--- config.mk ---
export PLATFORM = sky130hd
export DESIGN_NAME = fifo_pack_reader
export DESIGN_NICKNAME = d
export VERILOG_FILES = /design/src/rtl/fifo_pkg.sv /design/src/rtl/fifo_skid_buf.sv /design/src/rtl/fifo_pack_reader.sv
export SDC_FILE = /design/constraint.sdc
export NUM_CORES = 1
export LEC_CHECK = 0
export CAP_MARGIN = 5
export CORE_MARGIN = 2
export CORE_UTILIZATION = 40
export DETAILED_ROUTE_END_ITERATION = 6
export PLACE_DENSITY = 0.57
export SLEW_MARGIN = 20
export SYNTH_ARGS = -nofsm -noshare
export SYNTH_HDL_FRONTEND = slang
export SYNTH_HIERARCHICAL = 1
export SYNTH_SLANG_ARGS = --single-unit
--- constraint.sdc ---
create_clock -name clk -period 3.9 [get_ports clk]
set_input_delay 0.78 -clock clk [delete_from_list [all_inputs] [get_ports clk]]
set_output_delay 0.78 -clock clk [all_outputs]
set_load 0.01 [all_outputs]
--- src/rtl/fifo_pkg.sv ---
`default_nettype none
// ==========================================================================
// Module  : fifo_pkg
// Brief   : Shared defaults, read-side FSM states and word type for the packer
// Revision: 1.0 - initial release
// ==========================================================================
package fifo_pkg;

  localparam int FIFO_DATA_W    = 8;
  localparam int FIFO_PACK      = 4;
  localparam int FIFO_BURST_LEN = 4;

  typedef enum logic [1:0] {
    ST_RUN   = 2'd0,
    ST_DRAIN = 2'd1,
    ST_PAD   = 2'd2,
    ST_DONE  = 2'd3
  } rd_state_e;

  typedef struct packed {
    logic [FIFO_DATA_W*FIFO_PACK-1:0] data;
    logic [FIFO_PACK-1:0]             keep;
    logic                             last;
  } word_t;

endpackage
`default_nettype wire

--- src/rtl/fifo_skid_buf.sv ---
`default_nettype none
// ==========================================================================
// Module  : fifo_skid_buf
// Brief   : Two-entry word buffer; push and pop may share a cycle
// Revision: 1.0 - initial release
// ==========================================================================
module fifo_skid_buf #(
  parameter type WORD_T = fifo_pkg::word_t
) (
  input  logic       clk,
  input  logic       rst,
  input  logic       push,
  input  WORD_T      push_word,
  input  logic       pop,
  output WORD_T      head,
  output logic [1:0] count
);

  WORD_T      ent_q [2];
  WORD_T      ent_d [2];
  logic [1:0] cnt_q;
  logic [1:0] cnt_d;

  always_comb begin
    ent_d[0] = ent_q[0];
    ent_d[1] = ent_q[1];
    cnt_d    = cnt_q;
    if (pop && cnt_q != 2'd0) begin
      ent_d[0] = ent_q[1];
      cnt_d    = cnt_q - 2'd1;
    end
    // Pop is applied first so a push into a full buffer that also pops lands in the freed slot.
    if (push && cnt_d != 2'd2) begin
      ent_d[cnt_d[0]] = push_word;
      cnt_d           = cnt_d + 2'd1;
    end
  end

  always_ff @(posedge clk) begin
    if (rst) begin
      ent_q[0] <= '0;
      ent_q[1] <= '0;
      cnt_q    <= 2'd0;
    end else begin
      ent_q[0] <= ent_d[0];
      ent_q[1] <= ent_d[1];
      cnt_q    <= cnt_d;
    end
  end

  assign head  = ent_q[0];
  assign count = cnt_q;

endmodule
`default_nettype wire

--- src/rtl/fifo_pack_reader.sv ---
`default_nettype none
// ==========================================================================
// Module  : fifo_pack_reader
// Brief   : Pops FIFO bytes, packs them little-endian into burst-framed words
// Revision: 1.0 - initial release
// ==========================================================================
module fifo_pack_reader
  import fifo_pkg::*;
#(
  parameter int DATA_W    = FIFO_DATA_W,
  parameter int PACK      = FIFO_PACK,
  parameter int BURST_LEN = FIFO_BURST_LEN
) (
  input  logic                   clk,
  input  logic                   rst,
  input  logic                   empty,
  output logic                   rd_en,
  input  logic [DATA_W-1:0]      rd_data,
  input  logic                   flush,
  output logic                   flush_done,
  output logic                   out_valid,
  input  logic                   out_ready,
  output logic [DATA_W*PACK-1:0] out_data,
  output logic [PACK-1:0]        out_keep,
  output logic                   out_last
);

  localparam int BCW = $clog2(PACK);
  localparam int BUW = (BURST_LEN > 1) ? $clog2(BURST_LEN) : 1;
  localparam int WW  = DATA_W * PACK;

  localparam logic [BCW:0]   C_PACK      = (BCW+1)'(PACK);
  localparam logic [BCW:0]   C_PACK_M1   = (BCW+1)'(PACK - 1);
  localparam logic [BCW-1:0] C_LAST_LANE = BCW'(PACK - 1);
  localparam logic [BUW-1:0] C_LAST_BEAT = BUW'(BURST_LEN - 1);

  typedef struct packed {
    logic [WW-1:0]   data;
    logic [PACK-1:0] keep;
    logic            last;
  } pword_t;

  rd_state_e                  state_q, state_d;
  logic [BCW-1:0]             byte_cnt_q, byte_cnt_d;
  logic                       pend_q, pend_d;
  logic [(PACK-1)*DATA_W-1:0] lane_q, lane_d;
  logic [BUW-1:0]             burst_cnt_q, burst_cnt_d;

  logic [BCW:0] fill;
  logic         push;
  pword_t       push_word;
  pword_t       head;
  logic [1:0]   obuf_cnt;
  logic         pop;

  always_comb begin
    state_d     = state_q;
    byte_cnt_d  = byte_cnt_q;
    lane_d      = lane_q;
    burst_cnt_d = burst_cnt_q;
    push        = 1'b0;
    push_word   = '0;
    flush_done  = 1'b0;

    fill  = {1'b0, byte_cnt_q} + {{BCW{1'b0}}, pend_q};
    // The last byte of a word may only be popped when the buffer has room for that word.
    rd_en = !rst && !empty && (state_q == ST_RUN) && (fill < C_PACK) &&
            ((fill < C_PACK_M1) || (obuf_cnt < 2'd2));
    pend_d = rd_en;

    if (pend_q) begin
      if (byte_cnt_q == C_LAST_LANE) begin
        push           = 1'b1;
        push_word.data = {rd_data, lane_q};
        push_word.keep = '1;
        push_word.last = (burst_cnt_q == C_LAST_BEAT);
        byte_cnt_d     = '0;
        burst_cnt_d    = push_word.last ? '0 : burst_cnt_q + BUW'(1);
      end else begin
        for (int i = 0; i < PACK - 1; i++) begin
          if (byte_cnt_q == BCW'(i)) lane_d[i*DATA_W +: DATA_W] = rd_data;
        end
        byte_cnt_d = byte_cnt_q + BCW'(1);
      end
    end

    case (state_q)
      ST_RUN: begin
        if (flush) state_d = ST_DRAIN;
      end
      ST_DRAIN: begin
        if (!pend_q) state_d = (byte_cnt_q != '0) ? ST_PAD : ST_DONE;
      end
      ST_PAD: begin
        if (obuf_cnt < 2'd2) begin
          push = 1'b1;
          for (int i = 0; i < PACK - 1; i++) begin
            if (BCW'(i) < byte_cnt_q) begin
              push_word.data[i*DATA_W +: DATA_W] = lane_q[i*DATA_W +: DATA_W];
              push_word.keep[i]                  = 1'b1;
            end
          end
          push_word.last = 1'b1;
          byte_cnt_d     = '0;
          burst_cnt_d    = '0;
          state_d        = ST_DONE;
        end
      end
      ST_DONE: begin
        flush_done = 1'b1;
        state_d    = ST_RUN;
      end
      default: state_d = ST_RUN;
    endcase
  end

  always_ff @(posedge clk) begin
    if (rst) begin
      state_q     <= ST_RUN;
      byte_cnt_q  <= '0;
      pend_q      <= 1'b0;
      lane_q      <= '0;
      burst_cnt_q <= '0;
    end else begin
      state_q     <= state_d;
      byte_cnt_q  <= byte_cnt_d;
      pend_q      <= pend_d;
      lane_q      <= lane_d;
      burst_cnt_q <= burst_cnt_d;
    end
  end

  fifo_skid_buf #(
    .WORD_T (pword_t)
  ) u_obuf (
    .clk       (clk),
    .rst       (rst),
    .push      (push),
    .push_word (push_word),
    .pop       (pop),
    .head      (head),
    .count     (obuf_cnt)
  );

  assign out_valid = (obuf_cnt != 2'd0);
  assign pop       = out_valid && out_ready;
  assign out_data  = out_valid ? head.data : '0;
  assign out_keep  = out_valid ? head.keep : '0;
  assign out_last  = out_valid ? head.last : 1'b0;

endmodule
`default_nettype wire

# Word level (Yosys, flattened, before mapping)
# Memories as Yosys holds them, arrays and structs flattened.
# Index checks and enable logic that the tools add are counted.
[totals]
regBits = 33
ramBits = 74
inputBits = 13
n_memories = 1
[mem_list]
columns = ["memory", "words", "width", "read_ports", "rd_clocked_by_memory_dff", "wr", "line_no", "source"]
rows = [
  ["u_obuf.ent_q", 2, 37, 2, 0, 2, "fifo_skid_buf.sv:19", "WORD_T ent_q [2];"],
]
[classes]
add_sub_neg = 5
order_cmp = 8
eq_ne = 11
muxes = 46
n_bitwise = 4
reduce_logical = 19
[ops]
columns = ["op", "n"]
rows = [
  ["2-to-1 mux 37 bit", 6],
  ["bitwise mux 74 bit", 1],
  ["2-to-1 mux 74 bit", 1],
  ["2-to-1 mux 24 bit", 2],
  ["demux 37 bit (select 1 bit)", 1],
  ["2-to-1 mux 32 bit", 1],
  ["2-to-1 mux 2 bit", 14],
  ["2-to-1 mux 8 bit", 3],
  ["2-to-1 mux 1 bit", 13],
  ["2-to-1 mux 4 bit", 3],
  ["AND reduction 3 bit", 4],
  ["equality test 2 bit (second input constant)", 5],
  ["logical AND 1 bit", 8],
  ["!= test 2 bit (second input constant)", 4],
  ["one-hot mux 2 bit (4 select lines)", 1],
  ["adder 2 x 1 -> 2 bit (second input constant)", 3],
  ["equality test 2 x 1 -> 1 bit (second input constant)", 2],
  ["zero test 2 bit", 2],
  ["< comparator 1 x 2 -> 1 bit (first input constant)", 2],
  ["nonzero test 2 bit", 2],
  ["adder 2 x 1 -> 3 bit", 1],
  ["< comparator 3 x 2 -> 1 bit (second input constant)", 1],
  ["< comparator 3 bit (second input constant)", 1],
  ["greater-or-equal comparator 2 bit (second input constant)", 1],
  ["9 further kinds", 11],
]

# Logic depth before layout (Yosys ltp)
# Gate-level depths: netlist of the first run.
[depth]
depth_word = 12
ltp_mapped = 15
ltp_nobuf = 9

# Hierarchy
# The synthesis of the first run kept the hierarchy.
[by_module_without_submodules]
columns = ["module", "instances", "cells_each", "area_each_um2"]
rows = [
  ["fifo_skid_buf", 1, 393, 3622.2],
  ["fifo_pack_reader", 1, 223, 1879.3],
]

# Worst setup path before layout of the first run
# OpenSTA, ideal clock, no wires.
[synth_timing]
kind = "input to register"
from = "in out_ready"
to = "reg (tool-made name)"
setup_time_ns = 0.070
arrival_ns = 2.661
setup_slack_ns = 1.168
stages = 13
n_path_buf = 5
path_cell_list = "nor2b_1 > nand2b_1 > buf_4 > xnor2_4 > inv_2 > buf_6 > buf_2 > ha_1 > nor2b_1 > clkbuf_1 > buf_2 > nand3_1 > a21oi_1"
[synth_rtl]
columns = ["element", "line_no", "source"]
rows = [
  ["from (decl)", "fifo_pack_reader.sv:22", "input logic out_ready,"],
]

# Worst setup path in the final report of the first run
[layout_timing]
from = "reg pend_q"
to = "out rd_en"
[layout_via]
elab_chain_cells = 4
word_cells_on_any_way = 6
classes_between = "add/sub (1); order compare (2); reduce/logical (3)"
[layout_rtl]
columns = ["element", "line_no", "source"]
rows = [
  ["from (decl)", "fifo_pack_reader.sv:45", "logic pend_q, pend_d;"],
  ["from (signal assigned)", "fifo_pack_reader.sv:127", "pend_q <= pend_d;"],
  ["adder 2 x 1 -> 3 bit *", "fifo_pack_reader.sv:65", "fill = {1'b0, byte_cnt_q} + {{BCW{1'b0}}, pend_q};"],
  ["< comparator 3 bit / < comparator 3 x 2 -> 1 bit (equally long branches)", "fifo_pack_reader.sv:67, fifo_pack_reader.sv:68", ""],
  ["logical AND 1 bit / logical OR 1 bit (equally long branches)", "fifo_pack_reader.sv:67, fifo_pack_reader.sv:68", ""],
  ["logical AND 1 bit *", "fifo_pack_reader.sv:67", "rd_en = !rst && !empty && (state_q == ST_RUN) && (fill < C_PACK) &&"],
  ["to (decl)", "fifo_pack_reader.sv:17", "output logic rd_en,"],
]
# Mark *: on every way between the ends. The rest lies on a longest branch, timed or not.

==> summary.txt, run 1 <==
Global routing
  – Total track usage: 17.5%
  – Largest net degree at the start of global routing: 76
  – Vias in the first global route: 3890
  – First-pass GRT wire length: 20300 um
  – Grt ovf: 0
  – Initial antenna violation count: 0

Synthesis
  – Synth Area in Adders: 2.96%
  – Post-synth top area share: around two fifths
  – Mapped Nets: 642
  – Post-synthesis mux area share: 11.5%
  – Post-synth design cell area: 5500 um^2
  – Largest area contributor in the synthesized netlist: dfxtp_1
  – Largest family of logic cells by synthesized area: simple AND/OR/NAND/NOR gates
  – Synth top area cells: dfxtp_1 (39%), mux2i_1 (11%), buf_4 (5.6%)
  – Number of synthesized register bits: 107
  – Post-Synth XOR/XNOR Area: less than 1%
  – Synth Area in Compound Gates: between 10% and 20%
  – Count of different cell masters after synthesis: 35
  – Simple-gate share of the synthesized area: 19.7%
  – Synth warnings: 6
  – Cells after synthesis: 616
  – Sequential-to-total area share from yosys stat: 38.9%
  – Syn Area/Cell: ~8.9 um^2

Critical path
  – Crit Reg-Reg Endpoint: u_obuf/ent_q[0][6]
  – Crit path max fanout: 19
  – Setup crit end kind: output port
  – Critical Path Source Type: register
  – Cell mode on critical path: ha_1
  – WS Path Type: reg -> out
  – R2R cell count: 10
  – Reg2Reg Setup Slack: 1.18 ns
  – Largest stage delay on the critical path: 0.58 ns
  – CP Cell Sequence: ha_1 -> ha_1 -> or4b_4 -> a31oi_1 -> clkdlybuf4s50_1
  – RR Startpoint: u_obuf/count[1]
  – CP Data Arrival Time: 2.67 ns
  – WP data required: roughly 3.1 ns
  – Slowest-stage cell, CP: clkdlybuf4s50_1

Status
  – Status: complete, no violations

CTS
  – Worst-path clk slew: 0.07 ns
  – CTS Buf Count: 9
  – Setup Fix Bufs, Post-CTS: 0
  – PostCTS Resize Cnt: 0
  – Hold-fix buffers, CTS: 0
  – Clk Latency, worst-skew pair: 0.34 ns
  – Sink Count: 107
  – CTS tree: built
  – H-tree levels: 3
  – Clock Tree Root: clkbuf_16
  – Max Root-Sink Buffers: 2

Placement
  – GPL Wtd Cong: 0.777
  – DP HPWL: 7940 um
  – Placed Area: 5790 um^2
  – DP Worst Slack: 0.577 ns
  – Buffers on Ports: 52

Detailed routing
  – 1st-iter DRT viols: 304
  – DRC viols: 0
  – Antenna Nets Post-Route: 0
  – Post-Route WL: 12400 um
  – Vias per cell: 5.25
  – Vias: 4108
  – Pre-Repair DR Iteration Count: 6
  – Drt wl/cell: around 16 um

Cells and area
  – Final instance area: ~6000 um^2
  – Area grow syn2layout: 11.6%
  – Commonest cells after routing, fill and taps aside: dfxtp_1 (107), mux2i_1 (63), clkdlybuf4s50_1 (51), nor2b_1 (42), a21oi_1 (41)
  – Antenna diodes: 0
  – Share of cells above drive strength 1: 9.57%
  – Commonest non-fill, non-tap cell in the layout: dfxtp_1
  – Final #Nets: 627

Floorplanning
  – Row count: 42
  – Die Ht: 121 um
  – Full die area: 14700 um^2
  – CORE AREA: 13300 um^2
  – Initial Utilization: ~40%
  – Die Wd: 121 um
  – Boundary Pins: between 50 and 60

STA
  – Final Max Slew Viols: 0
  – Final Hold Vio Count: 0
  – Peak Freq: between 200 and 300 MHz
  – Clock Skews: 0.00794 ns
  – RSZ-0062 raised after global routing: no
  – Worst-Margin Slew: 0.856 ns
  – Final Setup Violations: 0
  – Max_slew headroom: 42.9%
  – Final worst-path setup slack: 0.445 ns
  – Post-route setup TNS: 0 ns
  – Period utilisation layout: 88.6%
  – Post-route minimum period: 3.45 ns

Worst hold path
  – Hold depth: 2
  – Min-delay src: burst_cnt_q[1]
  – Hold path endpoint: burst_cnt_q[1]
  – Hold Crit Class: reg -> reg

Power
  – Leak: 0.00251 uW
  – IR drop worst, VDD: 0.478 mV
  – Pwr dens: 663 nW/um^2

Run
  – # Max-Cap Violations: 0
## logic make-up after synthesis
group / after synthesis
flops: 107
xor+xnor: 1
mux: 63
buf+inv: 103
compound gates: 127
fa+ha+maj: 13
simple gates: 202
## worst max-delay path: cells and delay by family, from the launching register on
family	cells	cell delay [ns]
buffers and inverters	1	0.58
AND/OR/NAND/NOR	1	0.53
flip-flops	1	0.52
adder cells (fa/ha/maj)	2	0.51
AO/OA/AOI/OAI	1	0.19
## report_power, final
part | leakage, uW | total [uW] | switching [uW] | internal [uW]
combinational | 0.00148 | 1580 | 997 | 587
sequential | 0.000866 | 1440 | 138 | 1300
clock | 0.000161 | 1050 | 404 | 645
total | 0.00251 | 4070 | 1540 | 2530
## cell usage after synthesis, drive strengths merged
cell and instances:
and2b 4, or4b 1, xnor2 1, ha 13, nor2 29, nor3 37, nand3b 3, o2111ai 1
nor3b 2, mux2i 63, nand4 1, and3 9, o211a 1, a31o 1, a221oi 1, a211oi 38
dfxtp 107, a31oi 2, nand2b 5, a21oi 42, buf 64, clkbuf 27, o21ai 40, o21a 1
and2 16, nor2b 43, inv 12, nand2 13, nand3 39
## worst max path at each step
stage / from / endpoint / cells past startpoint
after floorplan: out_ready / register / 13
after global placement: empty / rd_en / 4
after detailed placement: out_ready / u_obuf/ent_q[0][6] / 10
after CTS: pend_q / rd_en / 5
after global routing: pend_q / rd_en / 5
final: pend_q / rd_en / 5
## stage by stage
stage,total power [uW],std cells,hold WS (ns),utilization [%]
final,4070,782,0.465,46.0
after global routing,4320,782,0.491,46.0
after CTS,4110,782,0.467,46.0
after detailed placement,3050,766,0.457,43.4
after global placement,3010,766,0.447,43.4
after floorplan,2840,616,0.440,-
## final cells by class
class	count	area [um^2]
Timing Repair Buffer	65	616
Sequential cell	107	2140
Inverter	12	45.0
Clock inverter	6	113
Multi-Input combinational cell	406	2760
Clock buffer	10	239
Tap cell	176	220
Fill cell	1332	7210
## layer usage
layer | global-route usage [%] | share of wire (%)
met1 | 25.2 | 51
met2 | 26.1 | 44
met3 | 3.10 | 3.6
met5 | 0 | 0
met4 | 6.32 | 1.8
(Power assumes the default switching activity.)
==> run 2, diff against run 1 <==
TNS_END_PERCENT = 100   (was unset)
==> results of run 2 <==
Final layout, timing and power as in run 1 (identical DEF).
==> run 3, diff against run 2 <==
CORE_UTILIZATION = 39   (was 40)
PLACE_DENSITY = 0.56   (was 0.57)
==> summary.txt, run 3 (synthesis results as in run 1) <==
Power
  – Int Pwr: 2550 uW (+0.51%)
  – Combinational share of power: 39.7% (+0.8 points)
  – Switching power: 1550 uW (+0.82%)
  – Switch share: 37.9% (+0.073 points)
  – IR drop worst, VDD: 0.453 mV (-5.4%)
  – Leak: 0.00253 uW (+0.81%)
  – Clock power share: 25.5% (-0.3 points)
  – Pwr dens: 665 nW/um^2 (+0.22%)
  – Flop pwr share: 34.7% (-0.6 points)

Critical path
  – Crit Reg-Reg Endpoint: u_obuf/ent_q[0][3]
  – WS Path Type: reg -> out
  – Critical Path Source Type: register
  – RR Startpoint: u_obuf/count[1]
  – Reg2Reg Setup Slack: 1.16 ns (-0.02 ns)
  – Setup crit end kind: output port
  – CP Data Arrival Time: 2.45 ns (-0.22 ns)
  – R2R cell count: 12 (+2)
  – Crit path max fanout: 6 (-13)
  – WP data required: 3.12 ns (about the same)

Worst hold path
  – Hold path endpoint: burst_cnt_q[1]
  – Hold depth: 2 (unchanged)
  – Hold Crit Class: reg -> reg
  – Min-delay src: burst_cnt_q[1]

Detailed routing
  – Pre-Repair DR Iteration Count: 5 (-1)
  – DRC viols: 0 (unchanged)
  – Vias: 4144 (+0.88%)
  – Vias per cell: 5.26 (+0.11%)
  – Antenna Nets Post-Route: 0 (unchanged)
  – 1st-iter DRT viols: 258 (-15%)
  – Post-Route WL: 12600 um (+1.4%)
  – Drt wl/cell: 16.0 um (+0.68%)

Cells and area
  – Commonest cells after routing, fill and taps aside: dfxtp_1 (107), mux2i_1 (63), clkdlybuf4s50_1 (51), nor2b_1 (42), a21oi_1 (41)
  – # fillers: 1322 (-0.75%)
  – Share of cells above drive strength 1: 9.70% (+0.13 points)
  – Antenna diodes: 0 (unchanged)
  – Flip-flop and latch area: 2140 um^2 (unchanged)
  – Area grow syn2layout: 12.0%
  – Area of the multi-input gates: 2760 um^2 (unchanged)
  – Final #Nets: 629 (+0.32%)
  – Final instance area: 6160 um^2 (+0.41%)
  – Commonest non-fill, non-tap cell in the layout: dfxtp_1

Floorplanning
  – Die Ht: 123 um (+1.2%)
  – Boundary Pins: 53 (unchanged)
  – Row count: 43 (+2.4%)
  – CORE AREA: 13800 um^2 (+3.6%)
  – Full die area: 15100 um^2 (+2.5%)
  – Initial Utilization: 39.8% (-1.4 points)
  – Die Wd: 123 um (+1.2%)

CTS
  – CTS tree: built
  – Sink Count: 107 (unchanged)
  – PostCTS Resize Cnt: 0 (unchanged)
  – Clk Latency, worst-skew pair: 0.35 ns (about the same)
  – CTS Buf Count: 9 (unchanged)
  – Hold-fix buffers, CTS: 0 (unchanged)
  – Setup Fix Bufs, Post-CTS: 0 (unchanged)
  – Worst-path clk slew: 0.07 ns (about the same)
  – Max Root-Sink Buffers: 2 (unchanged)
  – H-tree levels: 3 (unchanged)
  – Clock Tree Root: clkbuf_16

Global routing
  – Largest net degree at the start of global routing: 104 (+37%)
  – First-pass GRT wire length: 20800 um (+2.8%)
  – Vias in the first global route: 4007 (+3.0%)
  – GR Util met1: 23.9% (-1.3 points)
  – Met2 global-route usage: 28.3% (+2.2 points)
  – Total track usage: 17.7% (+0.23 points)
  – Initial antenna violation count: 0 (unchanged)
  – Met3 Use GR: 3.35% (+0.24 points)
  – Grt ovf: 0 (unchanged)
  – Most Crowded Layer GR: met2

STA
  – Max_slew headroom: 43.4% (+0.44 points)
  – Worst-Margin Slew: 0.850 ns (-0.00655 ns)
  – Post-route minimum period: 3.23 ns (-0.223 ns)
  – Post-route setup TNS: 0 ns (unchanged)
  – Period utilisation layout: 82.8% (-5.7 points)
  – Final Setup Violations: 0 (unchanged)
  – Peak Freq: 309 MHz (+6.9%)
  – Final Hold Vio Count: 0 (unchanged)
  – RSZ-0062 raised after global routing: no
  – Clock Skews: 0.00605 ns (-0.00189 ns)
  – Final Max Slew Viols: 0 (unchanged)

Placement
  – Placed Area: 5820 um^2 (+0.56%)
  – Buffers on Ports: 52 (unchanged)
  – GPL Wtd Cong: 0.742 (-4.5%)
  – DP HPWL: 7970 um (+0.34%)

Status
  – Status: complete, no violations

Run
  – # Max-Cap Violations: 0 (unchanged)
run 3: changes by cell type in the layout (fill, tap and decap cells not counted):
cell and change:
buf_12 +1, buf_6 +1, clkbuf_1 +1, clkbuf_8 -1
clkinv_2 +1, clkinvlp_4 -2, inv_6 +1
run 3: power by group through the flow:
stage | logic, uW | registers [uW] | clock network [uW]
global route | 1800 | 1450 | 1110
CTS | 1640 | 1430 | 1060
finish | 1630 | 1420 | 1050
detailed placement | 1640 | 1450 | 0
floorplan | 1420 | 1420 | 0
global placement | 1600 | 1450 | 0
run 3: worst max-delay path: stages, from the launching register on:
cell and delay, ns:
dfxtp_1 0.38, ha_1 0.26, ha_1 0.19, or4b_4 0.53
a31oi_1 0.18, clkdlybuf4s50_1 0.56
run 3: through the flow:
stage	hold WS (ns)	setup WS [ns]	cells	utilization, %	power [uW]
after floorplan	0.440	1.17	616	-	2840
after global placement	0.447	0.711	772	42.1	3050
after detailed placement	0.462	0.683	772	42.1	3090
after CTS	0.472	0.645	788	44.5	4130
after global routing	0.495	0.606	788	44.6	4360
final	0.470	0.669	788	44.6	4100
run 3: layout make-up:
type                            count  area share (%)
Sequential cell                   107            34.8
Clock buffer                       10            3.71
Tap cell                          180            3.65
Timing Repair Buffer               67            10.5
Multi-Input combinational cell    406            44.8
Clock inverter                      6            1.81
Inverter                           12           0.731
run 3: worst max-delay path by stage:
| stage | slack, ns | endpoint | start | depth (start not counted) |
|---|---|---|---|---|
| final | 0.67 | rd_en | byte_cnt_q[0] | 5 |
| after global routing | 0.61 | rd_en | byte_cnt_q[0] | 5 |
| after CTS | 0.65 | rd_en | byte_cnt_q[0] | 5 |
| after detailed placement | 0.68 | rd_en | empty | 4 |
| after global placement | 0.71 | rd_en | empty | 4 |
| after floorplan | 1.17 | register | out_ready | 13 |
run 3: layer usage:
metal | wire, um | vias to the layer above
met4 | 214 | 0
met5 | 0 | -
met2 | 5720 | 78
met3 | 491 | 16
li1 | - | 2081
met1 | 6170 | 1969
